### src/rtl/cpu_alu_pkg.sv
// rtl/cpu_alu_pkg.sv - op encodings, default datapath width, mul/div sequencer states
package cpu_alu_pkg;

  localparam int ALU_WIDTH = 8;

  localparam logic [3:0] OP_ADD    = 4'h0;
  localparam logic [3:0] OP_SUB    = 4'h1;
  localparam logic [3:0] OP_CMP    = 4'h2;
  localparam logic [3:0] OP_OR     = 4'h3;
  localparam logic [3:0] OP_AND    = 4'h4;
  localparam logic [3:0] OP_EOR    = 4'h5;
  localparam logic [3:0] OP_SHL    = 4'h6;
  localparam logic [3:0] OP_SHR    = 4'h7;
  localparam logic [3:0] OP_ROL    = 4'h8;
  localparam logic [3:0] OP_ROR    = 4'h9;
  localparam logic [3:0] OP_PASS_B = 4'hA;
  localparam logic [3:0] OP_INC_B  = 4'hB;
  localparam logic [3:0] OP_DEC_B  = 4'hC;
  localparam logic [3:0] OP_MUL    = 4'hD;
  localparam logic [3:0] OP_DIV    = 4'hE;

  typedef enum logic [1:0] {
    MD_IDLE = 2'd0,
    MD_RUN  = 2'd1,
    MD_FIN  = 2'd2
  } md_state_t;

endpackage

### src/rtl/cpu_alu_muldiv.sv
// rtl/cpu_alu_muldiv.sv - iterative shift-add multiplier / restoring divider, one bit per cycle
//   load      : capture a, b, is_div and begin (only asserted while idle)
//   busy      : WIDTH iteration cycles in progress
//   fin       : one cycle after the last iteration; lo/hi/div_zero are final
//   idle      : ready to accept load
//   lo, hi    : MUL -> product low/high; DIV -> quotient/remainder
//   div_op    : captured operation was DIV
//   div_zero  : captured DIV had a zero divisor
module cpu_alu_muldiv #(
  parameter int WIDTH = cpu_alu_pkg::ALU_WIDTH
) (
  input  logic             clk,
  input  logic             rst_n,
  input  logic             load,
  input  logic             is_div,
  input  logic [WIDTH-1:0] a,
  input  logic [WIDTH-1:0] b,
  output logic             busy,
  output logic             fin,
  output logic             idle,
  output logic             div_op,
  output logic             div_zero,
  output logic [WIDTH-1:0] lo,
  output logic [WIDTH-1:0] hi
);
  import cpu_alu_pkg::*;

  localparam int CW = $clog2(WIDTH);

  md_state_t        state, state_nxt;
  logic [CW-1:0]    cnt;
  logic [WIDTH-1:0] a_q;
  logic             div_q;
  logic [WIDTH:0]   mul_sum;
  logic [WIDTH:0]   div_shift;
  logic             div_ge;
  logic [WIDTH-1:0] div_rem;

  always_ff @(posedge clk or negedge rst_n) begin
    if (!rst_n) state <= MD_IDLE;
    else        state <= state_nxt;
  end

  always_comb begin
    state_nxt = state;
    case (state)
      MD_IDLE: if (load) state_nxt = MD_RUN;
      MD_RUN:  if (cnt == CW'(WIDTH - 1)) state_nxt = MD_FIN;
      MD_FIN:  state_nxt = MD_IDLE;
      default: state_nxt = MD_IDLE;
    endcase
  end

  always_comb begin
    busy = (state == MD_RUN);
    fin  = (state == MD_FIN);
    idle = (state == MD_IDLE);
  end

  // Multiply keeps the multiplier in lo and shifts the partial product down
  // through {hi,lo}. Divide shifts the dividend out of lo into hi (remainder)
  // while quotient bits shift into lo from the right.
  always_comb begin
    mul_sum   = {1'b0, hi} + (lo[0] ? {1'b0, a_q} : {(WIDTH + 1){1'b0}});
    div_shift = {hi, lo[WIDTH-1]};
    // Compare at WIDTH+1 bits: the shifted remainder can exceed WIDTH bits.
    div_ge    = (div_shift >= {1'b0, a_q});
    div_rem   = div_shift[WIDTH-1:0] - a_q;
  end

  always_ff @(posedge clk or negedge rst_n) begin
    if (!rst_n) begin
      cnt   <= '0;
      a_q   <= '0;
      div_q <= 1'b0;
      hi    <= '0;
      lo    <= '0;
    end else if (load) begin
      cnt   <= '0;
      a_q   <= a;
      div_q <= is_div;
      hi    <= '0;
      lo    <= b;
    end else if (state == MD_RUN) begin
      cnt <= cnt + CW'(1);
      if (div_q) begin
        // A zero divisor always "fits": quotient ends all ones, remainder = b.
        if (div_ge) begin
          hi <= div_rem;
          lo <= {lo[WIDTH-2:0], 1'b1};
        end else begin
          hi <= div_shift[WIDTH-1:0];
          lo <= {lo[WIDTH-2:0], 1'b0};
        end
      end else begin
        hi <= mul_sum[WIDTH:1];
        lo <= {mul_sum[0], lo[WIDTH-1:1]};
      end
    end
  end

  assign div_op   = div_q;
  assign div_zero = div_q && (a_q == '0);

endmodule

### src/rtl/cpu_alu_iter.sv
// rtl/cpu_alu_iter.sv - ALU with single-cycle ops, BCD add/sub and iterative MUL/DIV
//   start, op, decimal, carry_in, a, b : request and operands (sampled when busy=0)
//   busy                               : MUL/DIV iterating
//   done                               : one-cycle pulse, out/out_hi/flags updated
//   out, out_hi                        : result low/high words (held until next done)
//   neg, ov, zero, carry_out, div_zero : status flags
module cpu_alu_iter #(
  parameter int WIDTH = cpu_alu_pkg::ALU_WIDTH
) (
  input  logic             clk,
  input  logic             rst_n,
  input  logic             start,
  input  logic [3:0]       op,
  input  logic             decimal,
  input  logic             carry_in,
  input  logic [WIDTH-1:0] a,
  input  logic [WIDTH-1:0] b,
  output logic             busy,
  output logic             done,
  output logic [WIDTH-1:0] out,
  output logic [WIDTH-1:0] out_hi,
  output logic             neg,
  output logic             ov,
  output logic             zero,
  output logic             carry_out,
  output logic             div_zero
);
  import cpu_alu_pkg::*;

  localparam int NIB = WIDTH / 4;
  localparam int MSB = WIDTH - 1;

  logic             md_idle, md_fin, md_busy, md_div, md_dz;
  logic [WIDTH-1:0] md_lo, md_hi;
  logic             md_zero, md_neg, md_c;
  logic             is_md, accept;

  logic [WIDTH-1:0] addend;
  logic             cin_eff, is_arith, is_dec;
  logic [WIDTH:0]   bin_sum;
  logic [WIDTH-1:0] bcd_res;
  logic             bcd_c;
  logic [4:0]       nib;
  logic [WIDTH-1:0] s_res;
  logic             s_c, s_ov;

  assign is_md  = (op == OP_MUL) || (op == OP_DIV);
  assign accept = start && md_idle;
  assign busy   = md_busy;

  cpu_alu_muldiv #(.WIDTH(WIDTH)) u_muldiv (
    .clk      (clk),
    .rst_n    (rst_n),
    .load     (accept && is_md),
    .is_div   (op == OP_DIV),
    .a        (a),
    .b        (b),
    .busy     (md_busy),
    .fin      (md_fin),
    .idle     (md_idle),
    .div_op   (md_div),
    .div_zero (md_dz),
    .lo       (md_lo),
    .hi       (md_hi)
  );

  // Every adder-based op is b + addend + cin; ov is judged against the
  // effective addend so SUB/CMP/DEC get the right signed-overflow sense.
  always_comb begin
    addend   = '0;
    cin_eff  = 1'b0;
    is_arith = 1'b1;
    case (op)
      OP_ADD:    begin addend = a;  cin_eff = carry_in; end
      OP_SUB:    begin addend = ~a; cin_eff = carry_in; end
      OP_CMP:    begin addend = ~a; cin_eff = 1'b1;     end
      OP_INC_B:  cin_eff = 1'b1;
      OP_DEC_B:  addend = '1;
      OP_PASS_B: ;
      default:   is_arith = 1'b0;
    endcase
    bin_sum = {1'b0, b} + {1'b0, addend} + {{WIDTH{1'b0}}, cin_eff};
  end

  // Nibble-serial decimal adjust. ADD: a digit sum above 9 gets +6 and carries.
  // SUB (b + ~a + cin): a digit without carry-out borrowed, so it gets -6.
  always_comb begin
    bcd_c   = cin_eff;
    bcd_res = '0;
    nib     = '0;
    for (int i = 0; i < NIB; i++) begin
      nib = {1'b0, b[4*i +: 4]} + {1'b0, addend[4*i +: 4]} + {4'b0000, bcd_c};
      if (op == OP_SUB) begin
        bcd_c = nib[4];
        if (!nib[4]) nib[3:0] = nib[3:0] - 4'd6;
      end else begin
        bcd_c = (nib > 5'd9);
        if (bcd_c) nib = nib + 5'd6;
      end
      bcd_res[4*i +: 4] = nib[3:0];
    end
  end

  always_comb begin
    is_dec = decimal && ((op == OP_ADD) || (op == OP_SUB));
    s_res  = bin_sum[MSB:0];
    s_c    = bin_sum[WIDTH];
    s_ov   = is_arith & (addend[MSB] ^ bin_sum[MSB]) & (b[MSB] ^ bin_sum[MSB]);
    case (op)
      OP_OR:  begin s_res = b | a; s_c = 1'b0; end
      OP_AND: begin s_res = b & a; s_c = 1'b0; end
      OP_EOR: begin s_res = b ^ a; s_c = 1'b0; end
      OP_SHL: begin s_res = {b[MSB-1:0], 1'b0};     s_c = b[MSB]; end
      OP_SHR: begin s_res = {1'b0, b[MSB:1]};       s_c = b[0];   end
      OP_ROL: begin s_res = {b[MSB-1:0], carry_in}; s_c = b[MSB]; end
      OP_ROR: begin s_res = {carry_in, b[MSB:1]};   s_c = b[0];   end
      default: begin
        if (is_dec) begin
          s_res = bcd_res;
          s_c   = bcd_c;
        end else if (!is_arith) begin
          s_res = '0;
          s_c   = 1'b0;
        end
      end
    endcase
  end

  always_comb begin
    md_zero = md_div ? (md_lo == '0) : ({md_hi, md_lo} == '0);
    md_neg  = md_div ? md_lo[MSB] : md_hi[MSB];
    md_c    = md_div ? 1'b0 : (md_hi != '0);
  end

  // md_fin and a single-cycle accept are exclusive: accept requires idle.
  always_ff @(posedge clk or negedge rst_n) begin
    if (!rst_n) begin
      done      <= 1'b0;
      out       <= '0;
      out_hi    <= '0;
      neg       <= 1'b0;
      ov        <= 1'b0;
      zero      <= 1'b0;
      carry_out <= 1'b0;
      div_zero  <= 1'b0;
    end else begin
      done <= 1'b0;
      if (md_fin) begin
        done      <= 1'b1;
        out       <= md_lo;
        out_hi    <= md_hi;
        neg       <= md_neg;
        ov        <= 1'b0;
        zero      <= md_zero;
        carry_out <= md_c;
        div_zero  <= md_dz;
      end else if (accept && !is_md) begin
        done      <= 1'b1;
        out       <= s_res;
        out_hi    <= '0;
        neg       <= s_res[MSB];
        ov        <= s_ov;
        zero      <= (s_res == '0);
        carry_out <= s_c;
        div_zero  <= 1'b0;
      end
    end
  end

endmodule

### config.mk
export PLATFORM = sky130hd
export DESIGN_NAME = cpu_alu_iter
export DESIGN_NICKNAME = d
export VERILOG_FILES = /design/src/rtl/cpu_alu_pkg.sv /design/src/rtl/cpu_alu_muldiv.sv /design/src/rtl/cpu_alu_iter.sv
export SDC_FILE = /design/constraint.sdc
export NUM_CORES = 1
export LEC_CHECK = 0
export ABC_AREA = 1
export CAP_MARGIN = 15
export CELL_PAD_IN_SITES_DETAIL_PLACEMENT = 0
export CELL_PAD_IN_SITES_GLOBAL_PLACEMENT = 2
export CORE_MARGIN = 1.5
export CORE_UTILIZATION = 35
export DETAILED_ROUTE_END_ITERATION = 7
export PLACE_DENSITY = 0.88
export SLEW_MARGIN = 15
export SYNTH_ARGS = -nofsm -noshare
export SYNTH_HDL_FRONTEND = slang
export SYNTH_SLANG_ARGS = --single-unit
### constraint.sdc
create_clock -name clk -period 4.2 [get_ports clk]
set_input_delay 0.84 -clock clk [delete_from_list [all_inputs] [get_ports clk]]
set_output_delay 0.84 -clock clk [all_outputs]
set_load 0.02 [all_outputs]
==> metrics.txt, run 1 <==
outcome=finished, violations left; failing checks=setup timing; Post-Route Skew=0.004719 ns; Total GRT Usage=22.81%; root buffer cell=clkbuf_16; register area share after synthesis=around 28%; Arrival @ worst endpoint=about 5.2 ns; Crit-path slowest cell=fa_2; DRT Pass-1 Iters=5; clk_lat worst skew=0.30 ns; Antenna Cells=0; vias in the first global route=5,111; crit-path max cell delay=0.62 ns; synthesized instance count=around 670; largest net degree at the start of global routing=34; maximum fanout along the worst path=4; Final min period=5.013 ns; Synth Cell Area=approximately 0.0047 mm2; row count=42; Ports=48; flops & latches, synth=52; Antenna Nets Post-Route=0; initial antenna violation count=0; PortBufs=47; Net Switching=approximately 0.0017 W; Cell Count Post-Placement=950; final setup TNS=-6.361 ns; final worst-path cycle share=119.4%; global-route wire length before repair=roughly 26 mm; synth warn=0; pwr dens=543.0 mW/mm2; DIE AREA=about 0.014 mm2; Layout Nets=904; layout cells sized above 1=24.76%; Internal=roughly 0.0019 W; Final Hold Viols=0; unrepaired setup endpoints after global routing=yes; leakage=3.367 nW; Area Overhead vs Synth=43.24%; CP Class=primary input to register; Fmax=199.5 MHz; DPL Wire Length=12.02 mm; CTS tree=built; fin. max-slew vios=0; syn_area_per_cell=6.934 um2; nature of the critical path endpoint=register; net count after synthesis=between 700 and 800; Slew HR=36.85%; final instance area=0.006694 mm2; Fillers=1,281; most common cell after layout, fill and taps aside=nand2_1; Post-DP Area=a little under 0.006 mm2; commonest non-fill, non-tap cells in the layout=nand2_1 (148), buf_4 (99), inv_1 (87); Post-synth EDFFs=0; GRT Residual Overflow=0; Total Wirelength=15.93 mm; sequential share of power=25.3%; Hold Crit Class=primary input to asynchronous set/reset pin; CP required=~4.4 ns; Num CTS Buffers=5; vias per std cell=5.061; Initial Utilization=~36%; Clock power frac=11.5%; worst setup margin=-0.8132 ns; GP Congestion=between 0.8 and 0.9; peak supply drop=0.2126 mV; Max Buffers Root-to-Sink=2; FFs w/ async S/R, synth=100.0%; core area=0.01314 mm2; Slew @ Worst Pin=0.9374 ns; startpoint type of the worst setup path=primary input; final setup vio count=9; Chip Height=118.6 um; Net Sw Frac=47.18%; Most Frequent Cell on Critical Path=nand2_2; Detailed Route Iter0 Violations=between 300 and 400; H-tree levels=2; Sink Count=52; DIE WIDTH=118.6 um; DRC errors left=0; top_reg_cell synth=dfrtp_1; Cell variety after synth=38; routed vias=5,081; combinational share of power=63.2%; Post-Layout Cell Count=around 1,000; Clk pin slew, worst setup/hold paths=around 0.070 ns; max cap viols=0; routed length per instance=15.87 um; worst slack, placed=-1.696 ns
[critical path: cells and delay by family]
| family | cells | cell delay, ns |
|---|---|---|
| AO/OA/AOI/OAI | 6 | 0.56 |
| adder cells (fa/ha/maj) | 6 | 2.15 |
| buffers and inverters | 7 | 0.58 |
| AND/OR/NAND/NOR | 14 | 1.10 |
[worst paths after layout]
path | start | to | slack [ns] | depth (start not counted)
setup / recovery | op[1] | zero | -0.81 | 33
min in group clk | out_hi[6] | out_hi[6] | 0.49 | 2
setup reg to reg | u_muldiv.hi[1] | u_muldiv.hi[5] | 1.69 | 12
hold / removal | rst_n | u_muldiv.hi[5] | 0.49 | 1
max in group asynchronous | rst_n | u_muldiv.div_op | 2.91 | 2
hold reg to reg | out_hi[6] | out_hi[6] | 0.49 | 2
[layer usage]
layer / wire, um / global-route usage (%) / vias to the layer above / share of wire [%]
li1: - / - / 2550 / -
met1: 7215 / 30.28 / 2333 / 45
met2: 7567 / 38.74 / 162 / 47
met3: 644 / 2.220 / 36 / 4.0
met4: 506 / 7.982 / 0 / 3.2
met5: 0 / 0 / - / 0
[synth_stat cells, types with 8 or more instances]
cell type / instances / area share [%]
xor2_1: 8 / 1.5
nor2_1: 46 / 3.7
nand2_1: 167 / 13
a21oi_1: 41 / 4.4
clkbuf_1: 10 / 0.80
dfrtp_1: 52 / 28
nand3_1: 46 / 4.9
o21ai_0: 52 / 5.6
o221ai_1: 8 / 1.5
o211ai_1: 16 / 2.6
inv_1: 98 / 7.9
ha_1: 46 / 12
[kinds of logic (layout without fill, tap and decap cells)]
family / Yosys count / after routing / share of synthesized area, %
fa+ha+maj: 52 / 52 / 14.89
buf+inv: 119 / 273 / 9.692
compound gates: 151 / 151 / 19.55
xor+xnor: 12 / 12 / 2.249
flops: 52 / 52 / 27.84
simple gates: 288 / 288 / 25.78
[layout make-up]
| type | count | area [um2] | share of cell area (%) |
|---|---|---|---|
| inverter | 104 | 425.4 | 6.355 |
| clock buffer | 5 | 125.1 | 1.869 |
| timing repair buffer | 161 | 1398 | 20.88 |
| multi-input combinational | 503 | 3201 | 47.81 |
| clock inverter | 3 | 23.77 | 0.3551 |
| sequential | 52 | 1301 | 19.44 |
| tap | 176 | 220.2 | 3.290 |
[through the flow]
| stage | hold WS [ns] | power (W) | utilization [%] |
|---|---|---|---|
| CTS | 0.4909 | 0.003517 | 49.24 |
| finish | 0.4877 | 0.003635 | 50.95 |
| global route | 0.5192 | 0.003975 | 50.95 |
| detailed placement | 0.4746 | 0.002965 | 45.30 |
| floorplan | 0.4529 | 0.002276 | - |
| global placement | 0.4683 | 0.002943 | 45.30 |
[repair_timing]
action                                  CTS  global route
pin swaps                                22            31
hold buffers                              0             0
resized for setup                        44            47
endpoints found under the hold margin     0             0
endpoints found under the setup margin    7            10
setup buffers                            40            18
[registers in the layout (all words and copies together), names as in the netlist]
name and count:
out 8, out_hi 8, u_muldiv.a_q 8, u_muldiv.hi 8, u_muldiv.lo 8, u_muldiv.cnt 3
u_muldiv.state 2, carry_out 1, div_zero 1, done 1, neg 1, ov 1
u_muldiv.div_op 1, zero 1
[power by group through the flow]
stage | clock network [W] | logic, W | registers (W)
floorplan | 0 | 0.00137 | 0.000901
global placement | 0 | 0.00202 | 0.000920
detailed placement | 0 | 0.00204 | 0.000927
CTS | 0.000425 | 0.00217 | 0.000918
global route | 0.000448 | 0.00258 | 0.000951
finish | 0.000417 | 0.00230 | 0.000921
(Power assumes the default switching activity.)
==> run 2: changes to the inputs <==
--- a/config.mk
+++ b/config.mk
@@ -13,7 +13,8 @@
 export CORE_UTILIZATION = 35
 export DETAILED_ROUTE_END_ITERATION = 7
 export PLACE_DENSITY = 0.88
-export SLEW_MARGIN = 15
+export RECOVER_POWER = 25
+export SLEW_MARGIN = 20
 export SYNTH_ARGS = -nofsm -noshare
 export SYNTH_HDL_FRONTEND = slang
 export SYNTH_SLANG_ARGS = --single-unit
==> run 2 against run 1 <==
The flow finishes with violations (capacitance limit, slew limit, setup timing). Via count is essentially flat. Critical endpoint unchanged. Non-clock buffer count is the same. Highest routed layer unchanged. Fmax is essentially flat. Power shrank 0.19%. Global-route usage is the same. Sequential power is essentially flat. Sequential share of layout area is essentially flat. Cell count is the same. Utilization shrank 0.067 points.
==> metrics.txt, run 2 (synthesis results as in run 1) <==
Post-Route Skew=0.004715 ns (-0.000004210 ns); GRT Residual Overflow=0 (unchanged); max cap viols=1 (+1); PortBufs=47 (unchanged); DRT Pass-1 Iters=4 (-1); unrepaired setup endpoints after global routing=yes; crit-path max cell delay=0.62 ns (about the same); Antenna Cells=0 (unchanged); Total Wirelength=15.92 mm (-0.11%); Final min period=5.016 ns (+0.002584 ns); initial antenna violation count=0 (unchanged); CTS tree=built; maximum fanout along the worst path=4 (unchanged); pwr dens=542.7 mW/mm2 (about the same); layout cells sized above 1=24.40% (-0.36 points); Clk pin slew, worst setup/hold paths=0.07 ns (about the same); Arrival @ worst endpoint=5.24 ns (about the same); Total GRT Usage=22.81% (unchanged); Chip Height=118.6 um (unchanged); fin. max-slew vios=34 (+34); CP Launch Point=op[1]; final worst-path cycle share=119.4% (about the same); internal reg-to-reg setup slack=1.69 ns (about the same); DIE WIDTH=118.6 um (unchanged); leakage=3.357 nW (-0.30%); failing checks=capacitance limit, slew limit, setup timing; H-tree levels=2 (unchanged); CP Class=primary input to register; DRC errors left=0 (unchanged); largest net degree at the start of global routing=34 (unchanged); Post-Layout Cell Count=1,004 (unchanged); outcome=finished, violations left; Fillers=1,284 (+0.23%); global-route wire length before repair=25.59 mm (unchanged); Detailed Route Iter0 Violations=371 (unchanged); Num CTS Buffers=5 (unchanged); Hold Crit Class=register to register; DPL Wire Length=12.02 mm (unchanged); Slew HR=-20.82% (-58 points); Slew @ Worst Pin=1.812 ns (+0.8749 ns); FF-to-FF Start=u_muldiv.hi[1]; root buffer cell=clkbuf_16; Layout Nets=904 (unchanged); Post-CTS Hold Fix Bufs=0 (unchanged); Ports=48 (unchanged); nature of the critical path endpoint=register; Sink Count=52 (unchanged); final setup vio count=9 (unchanged); Hold Slack=0.4877 ns (+0.000003000 ns); startpoint type of the worst setup path=primary input; Crit-path slowest cell=fa_2; Area Overhead vs Synth=43.05%; routed vias=5,082 (+0.020%); Most Frequent Cell on Critical Path=nand2_2; vias in the first global route=5,111 (unchanged); HP Start=out_hi[6]; DIE AREA=0.01405 mm2 (unchanged); Final Hold Viols=0 (unchanged); Max Buffers Root-to-Sink=2 (unchanged); Antenna Nets Post-Route=0 (unchanged); routed length per instance=15.85 um (-0.11%); CP required=4.43 ns (about the same); row count=42 (unchanged); Cell Count Post-Placement=950 (unchanged); core area=0.01314 mm2 (unchanged); clk_lat worst skew=0.30 ns (about the same); most common cell after layout, fill and taps aside=nand2_1; peak supply drop=0.2125 mV (about the same); GP Congestion=0.8981 (unchanged); Initial Utilization=35.57% (unchanged); vias per std cell=5.062 (about the same); commonest non-fill, non-tap cells in the layout=nand2_1 (148), buf_4 (97), inv_1 (87); worst setup margin=-0.8158 ns (-0.002584 ns); Fmax=199.4 MHz (about the same)
[run 2: cell types whose count changed in the layout (fill, tap and decap cells not counted)]
cell and change:
clkbuf_1 +3, buf_2 -1, buf_4 -2
[run 2: where the power goes]
group	internal [W]	leakage [nW]	switching, W
registers	0.000701	0.662	0.000219
logic	0.000991	2.63	0.00130
clock network	0.000222	0.0660	0.000195
[run 2: through the flow]
stage,total power [W],util (%),TNS (ns),cell area [um2],setup WS (ns)
3_3_place_gp,0.002943,45.30,-9.948,5952,-1.532
2_1_floorplan,0.002276,-,-3.638,4806,-0.6979
6_report,0.003628,50.89,-6.381,6685,-0.8158
3_5_place_dp,0.002965,45.30,-11.07,5952,-1.696
4_1_cts,0.003517,49.24,-5.433,6469,-0.6901
5_1_grt,0.003969,50.89,-8.216,6685,-1.031
[run 2: critical path, delay by kind of cell]
family                   cells  cell delay (ns)
AO/OA/AOI/OAI                6             0.56
buffers and inverters        7             0.58
adder cells (fa/ha/maj)      6             2.15
AND/OR/NAND/NOR             14             1.10
[run 2: worst paths after layout]
check,to,cells after the start
setup reg to reg,u_muldiv.hi[5],12
hold reg to reg,out_hi[6],2
hold / removal,out_hi[6],2
min in group asynchronous,u_muldiv.hi[5],1
max in group asynchronous,u_muldiv.div_op,2
setup / recovery,zero,33
[run 2: layer usage]
metal  global-route usage [%]  up-vias  wire length (um)
met5                        0        -                 0
met4                    7.982        0               506
met3                    2.220       36               641
met2                    38.74      157              7572
met1                    30.28     2339              7196
li1                         -     2550                 -
[run 2: repair_timing]
| item | 4_1_cts | 5_1_grt |
|---|---|---|
| endpoints found under the hold margin | 0 | 0 |
| cloned | 0 | 0 |
| setup endpoints to repair | 7 | 10 |
| setup buffers | 40 | 18 |
| pin swaps | 22 | 31 |
| gates resized for setup | 44 | 47 |
[run 2: final cells by class]
type                    instances  area (um2)  share of cell area [%]
repair buffers                161        1389                   20.77
flip-flops and latches         52        1301                   19.46
inverters                     104       425.4                   6.363
well taps                     176       220.2                   3.294
multi-input cells             503        3201                   47.88
clock buffers                   5       125.1                   1.872
clock inverters                 3       23.77                  0.3556
==> run 3: changes to the inputs <==
--- a/config.mk
+++ b/config.mk
@@ -5,14 +5,13 @@
 export SDC_FILE = /design/constraint.sdc
 export NUM_CORES = 1
 export LEC_CHECK = 0
-export ABC_AREA = 1
 export CAP_MARGIN = 15
 export CELL_PAD_IN_SITES_DETAIL_PLACEMENT = 0
 export CELL_PAD_IN_SITES_GLOBAL_PLACEMENT = 2
 export CORE_MARGIN = 1.5
-export CORE_UTILIZATION = 35
+export CORE_UTILIZATION = 38
 export DETAILED_ROUTE_END_ITERATION = 7
-export PLACE_DENSITY = 0.88
+export PLACE_DENSITY = 0.89
 export RECOVER_POWER = 25
 export SLEW_MARGIN = 20
 export SYNTH_ARGS = -nofsm -noshare
==> run 3 against run 2 <==
The run still ends with capacitance limit, slew limit, setup timing left. Clock power decreased by 2%. Via count up 2.2%. Global-route usage is 2.3 points higher. Combinational power is essentially flat. Cell count decreased by 9.4%. Critical endpoint unchanged. Sequential power up 2%. Register-to-register slack lost 0.33 ns. Fmax shrank 7.3%. Routed wire length up 5.1%. Power grew 1.2%. Hold slack got worse by 0.0043 ns. Sequential share of layout area barely moved.
==> metrics.txt, run 3 <==
worst setup margin=-1.209 ns (-0.3928 ns); HP Start=div_zero; largest family of logic cells by synthesized area=compound AO/OA/AOI/OAI gates; final worst-path cycle share=128.8% (+9.4 points); FF-to-FF Start=u_muldiv.lo[0]; Post-Synth XOR/XNOR Area=3.161% (+0.91 points); post-synthesis mux area share=2.858% (+2.9 points); crit-path max cell delay=0.42 ns (-0.20 ns); Total Wirelength=16.73 mm (+5.1%); DIE AREA=0.01371 mm2 (-2.4%); leakage=3.076 nW (-8.4%); Final Hold Viols=0 (unchanged); Arrival @ worst endpoint=5.59 ns (+0.35 ns); register area=0.001301 mm2 (unchanged); final instance area=0.006696 mm2 (+0.17%); GP Congestion=0.8891 (-1.0%); most common cell after layout, fill and taps aside=buf_4; Detailed Route Iter0 Violations=411 (+11%); most frequent cell after synthesis=nand2_1; vias in the first global route=5,236 (+2.4%); GRT Residual Overflow=0 (unchanged); Ports=48 (unchanged); Fmax=184.9 MHz (-7.3%); DRC errors left=0 (unchanged); failing checks=capacitance limit, slew limit, setup timing; Fillers=1,186 (-7.6%); outcome=finished, violations left; Hold Slack=0.4834 ns (-0.004319 ns); DRT Pass-1 Iters=6 (+2); multi-input logic area=0.003618 mm2 (+13%); Synth area leaders=dfrtp_1 (26%), ha_1 (12%), o21ai_0 (6.5%); fin. max-slew vios=31 (-8.8%); Num CTS Buffers=5 (unchanged); post-synth top area share=26.30% (-1.5 points); CP required=4.39 ns (-0.04 ns); synth cell count leaders=nand2_1 (76), o21ai_0 (64), dfrtp_1 (52); layout cells sized above 1=21.82% (-2.6 points); unrepaired setup endpoints after global routing=yes; routed length per instance=18.38 um (+16%); top_reg_cell synth=dfrtp_1; Antenna Cells=0 (unchanged); peak supply drop=0.1892 mV (-11%); Antenna Nets Post-Route=0 (unchanged); FFs w/ async S/R, synth=100.0% (unchanged); CP Launch Point=op[1]; Final min period=5.409 ns (+0.3928 ns); Post-CTS Hold Fix Bufs=0 (unchanged); Post-DP Area=0.006151 mm2 (+3.3%); routed vias=5,192 (+2.2%); Post-Synth Simple-Gate Area=19.95% (-5.8 points); Total GRT Usage=25.12% (+2.3 points); maximum fanout along the worst path=6 (+2); clk_lat worst skew=0.29 ns (about the same); H-tree levels=2 (unchanged); Slew @ Worst Pin=1.668 ns (-0.1439 ns); Area Overhead vs Synth=35.36%; CP Class=primary input to register; Post-synth EDFFs=0 (unchanged); root buffer cell=clkbuf_16; vias per std cell=5.705 (+13%); Clk pin slew, worst setup/hold paths=0.07 ns (about the same); max cap viols=1 (unchanged); total power draw=0.003670 W (+1.2%); Hold Crit Class=register to register; Sink Count=52 (unchanged); flops & latches, synth=52 (unchanged); CTS tree=built; Synth Area in Compound Gates=27.62% (+8.1 points); Slew HR=-11.23% (+9.6 points); row count=41 (-2.4%); worst slack, placed=-2.020 ns (-0.3244 ns); synthesized instance count=611 (-9.3%); largest net degree at the start of global routing=31 (-8.8%); Initial Utilization=39.04% (+3.5 points); Most Frequent Cell on Critical Path=fa_2; DPL Wire Length=12.71 mm (+5.7%); pwr dens=548.1 mW/mm2 (+1.0%); final setup vio count=7 (-2); Cell variety after synth=71 (+87%); global-route wire length before repair=26.73 mm (+4.5%); Layout Nets=814 (-10%); register area share after synthesis=26.30% (-1.5 points); net count after synthesis=688 (-8.4%); Chip Height=117.1 um (-1.2%); commonest non-fill, non-tap cells in the layout=buf_4 (99), nand2_1 (75), o21ai_0 (56); Synth Area in Adders=14.06% (-0.82 points); syn_area_per_cell=8.097 um2 (+17%); Post-Route Skew=0.008236 ns (+0.003522 ns); largest area contributor in the netlist=dfrtp_1; final setup TNS=-6.197 ns (+0.1844 ns); nature of the critical path endpoint=register; synth warn=0 (unchanged); Max Buffers Root-to-Sink=2 (unchanged); Crit-path slowest cell=fa_2; PortBufs=47 (unchanged); Synth Cell Area=0.004947 mm2 (+5.9%); CP Cell Sequence=buf_12, xor2_4, o21ai_2, o21ai_2, fa_2, fa_2, xnor2_2, ha_2, nand2_2, a32oi_2, and3_4, a21oi_4, fa_2, inv_2, fa_2, xnor2_4, ha_4, a221o_1, or3_4, a221oi_4, o311ai_2, and2_1, a41o_1; startpoint type of the worst setup path=primary input; DIE WIDTH=117.1 um (-1.2%); initial antenna violation count=0 (unchanged); core area=0.01267 mm2 (-3.6%)
[run 3: changes by cell type after synthesis, moves of 13 or more]
cell,change
and2_1,+13
nand3_1,-27
mux2i_1,+13
o211ai_1,-15
nand2_1,-91
nor2_1,-20
inv_1,-56
[run 3: critical path: cells and delay by family]
| family | cells | cell delay (ns) |
|---|---|---|
| buffers and inverters | 2 | 0.17 |
| XOR/XNOR | 3 | 0.49 |
| AND/OR/NAND/NOR | 4 | 0.82 |
| adder cells (fa/ha/maj) | 6 | 1.79 |
| AO/OA/AOI/OAI | 8 | 1.45 |
[run 3: what timing repair did]
item                                    in CTS  in global routing
buffers inserted                            29                  8
endpoints found under the setup margin       9                  9
pin swaps                                   30                 27
gates resized for setup                     48                 20
[run 3: final cells by class]
cell class	instances	share of cell area, %
Clock buffer	6	1.925
Clock inverter	2	0.2055
Multi-Input combinational cell	484	54.04
Inverter	43	2.410
Tap cell	172	3.214
Timing Repair Buffer	151	18.78
Sequential cell	52	19.43
[run 3: power by group]
| part | switching [W] | internal [W] |
|---|---|---|
| Sequential | 0.000244 | 0.000695 |
| Clock | 0.000185 | 0.000223 |
| Combinational | 0.00124 | 0.00109 |
| Total | 0.00167 | 0.00200 |
[run 3: final timing paths]
kind | to | depth (start not counted) | slack [ns]
hold reg to reg | div_zero | 2 | 0.48
setup / recovery | zero | 23 | -1.21
setup reg to reg | u_muldiv.hi[7] | 10 | 1.36
max in group asynchronous | u_muldiv.a_q[1] | 2 | 1.24
min in group asynchronous | u_muldiv.hi[0] | 1 | 0.81
hold / removal | div_zero | 2 | 0.48
[run 3: per-stage QoR]
step | util, % | std cells
floorplan | - | 611
global placement | 48.54 | 877
detailed placement | 48.54 | 877
CTS | 51.83 | 904
global route | 52.85 | 910
finish | 52.85 | 910
[run 3: logic make-up after synthesis]
logic type / after synthesis
AOI/OAI and AO/OA: 202
muxes: 14
buffers and inverters: 75
DFF: 52
and+or+nand+nor: 199
xor gates and xnor gates: 17
adders and majority gates: 52
[run 3: per-layer routing]
metal | share of wire, % | global-route usage, %
met1 | 43 | 32.15
met2 | 50 | 44.41
met3 | 4.4 | 1.957
met4 | 2.9 | 9.317
met5 | 0 | 0
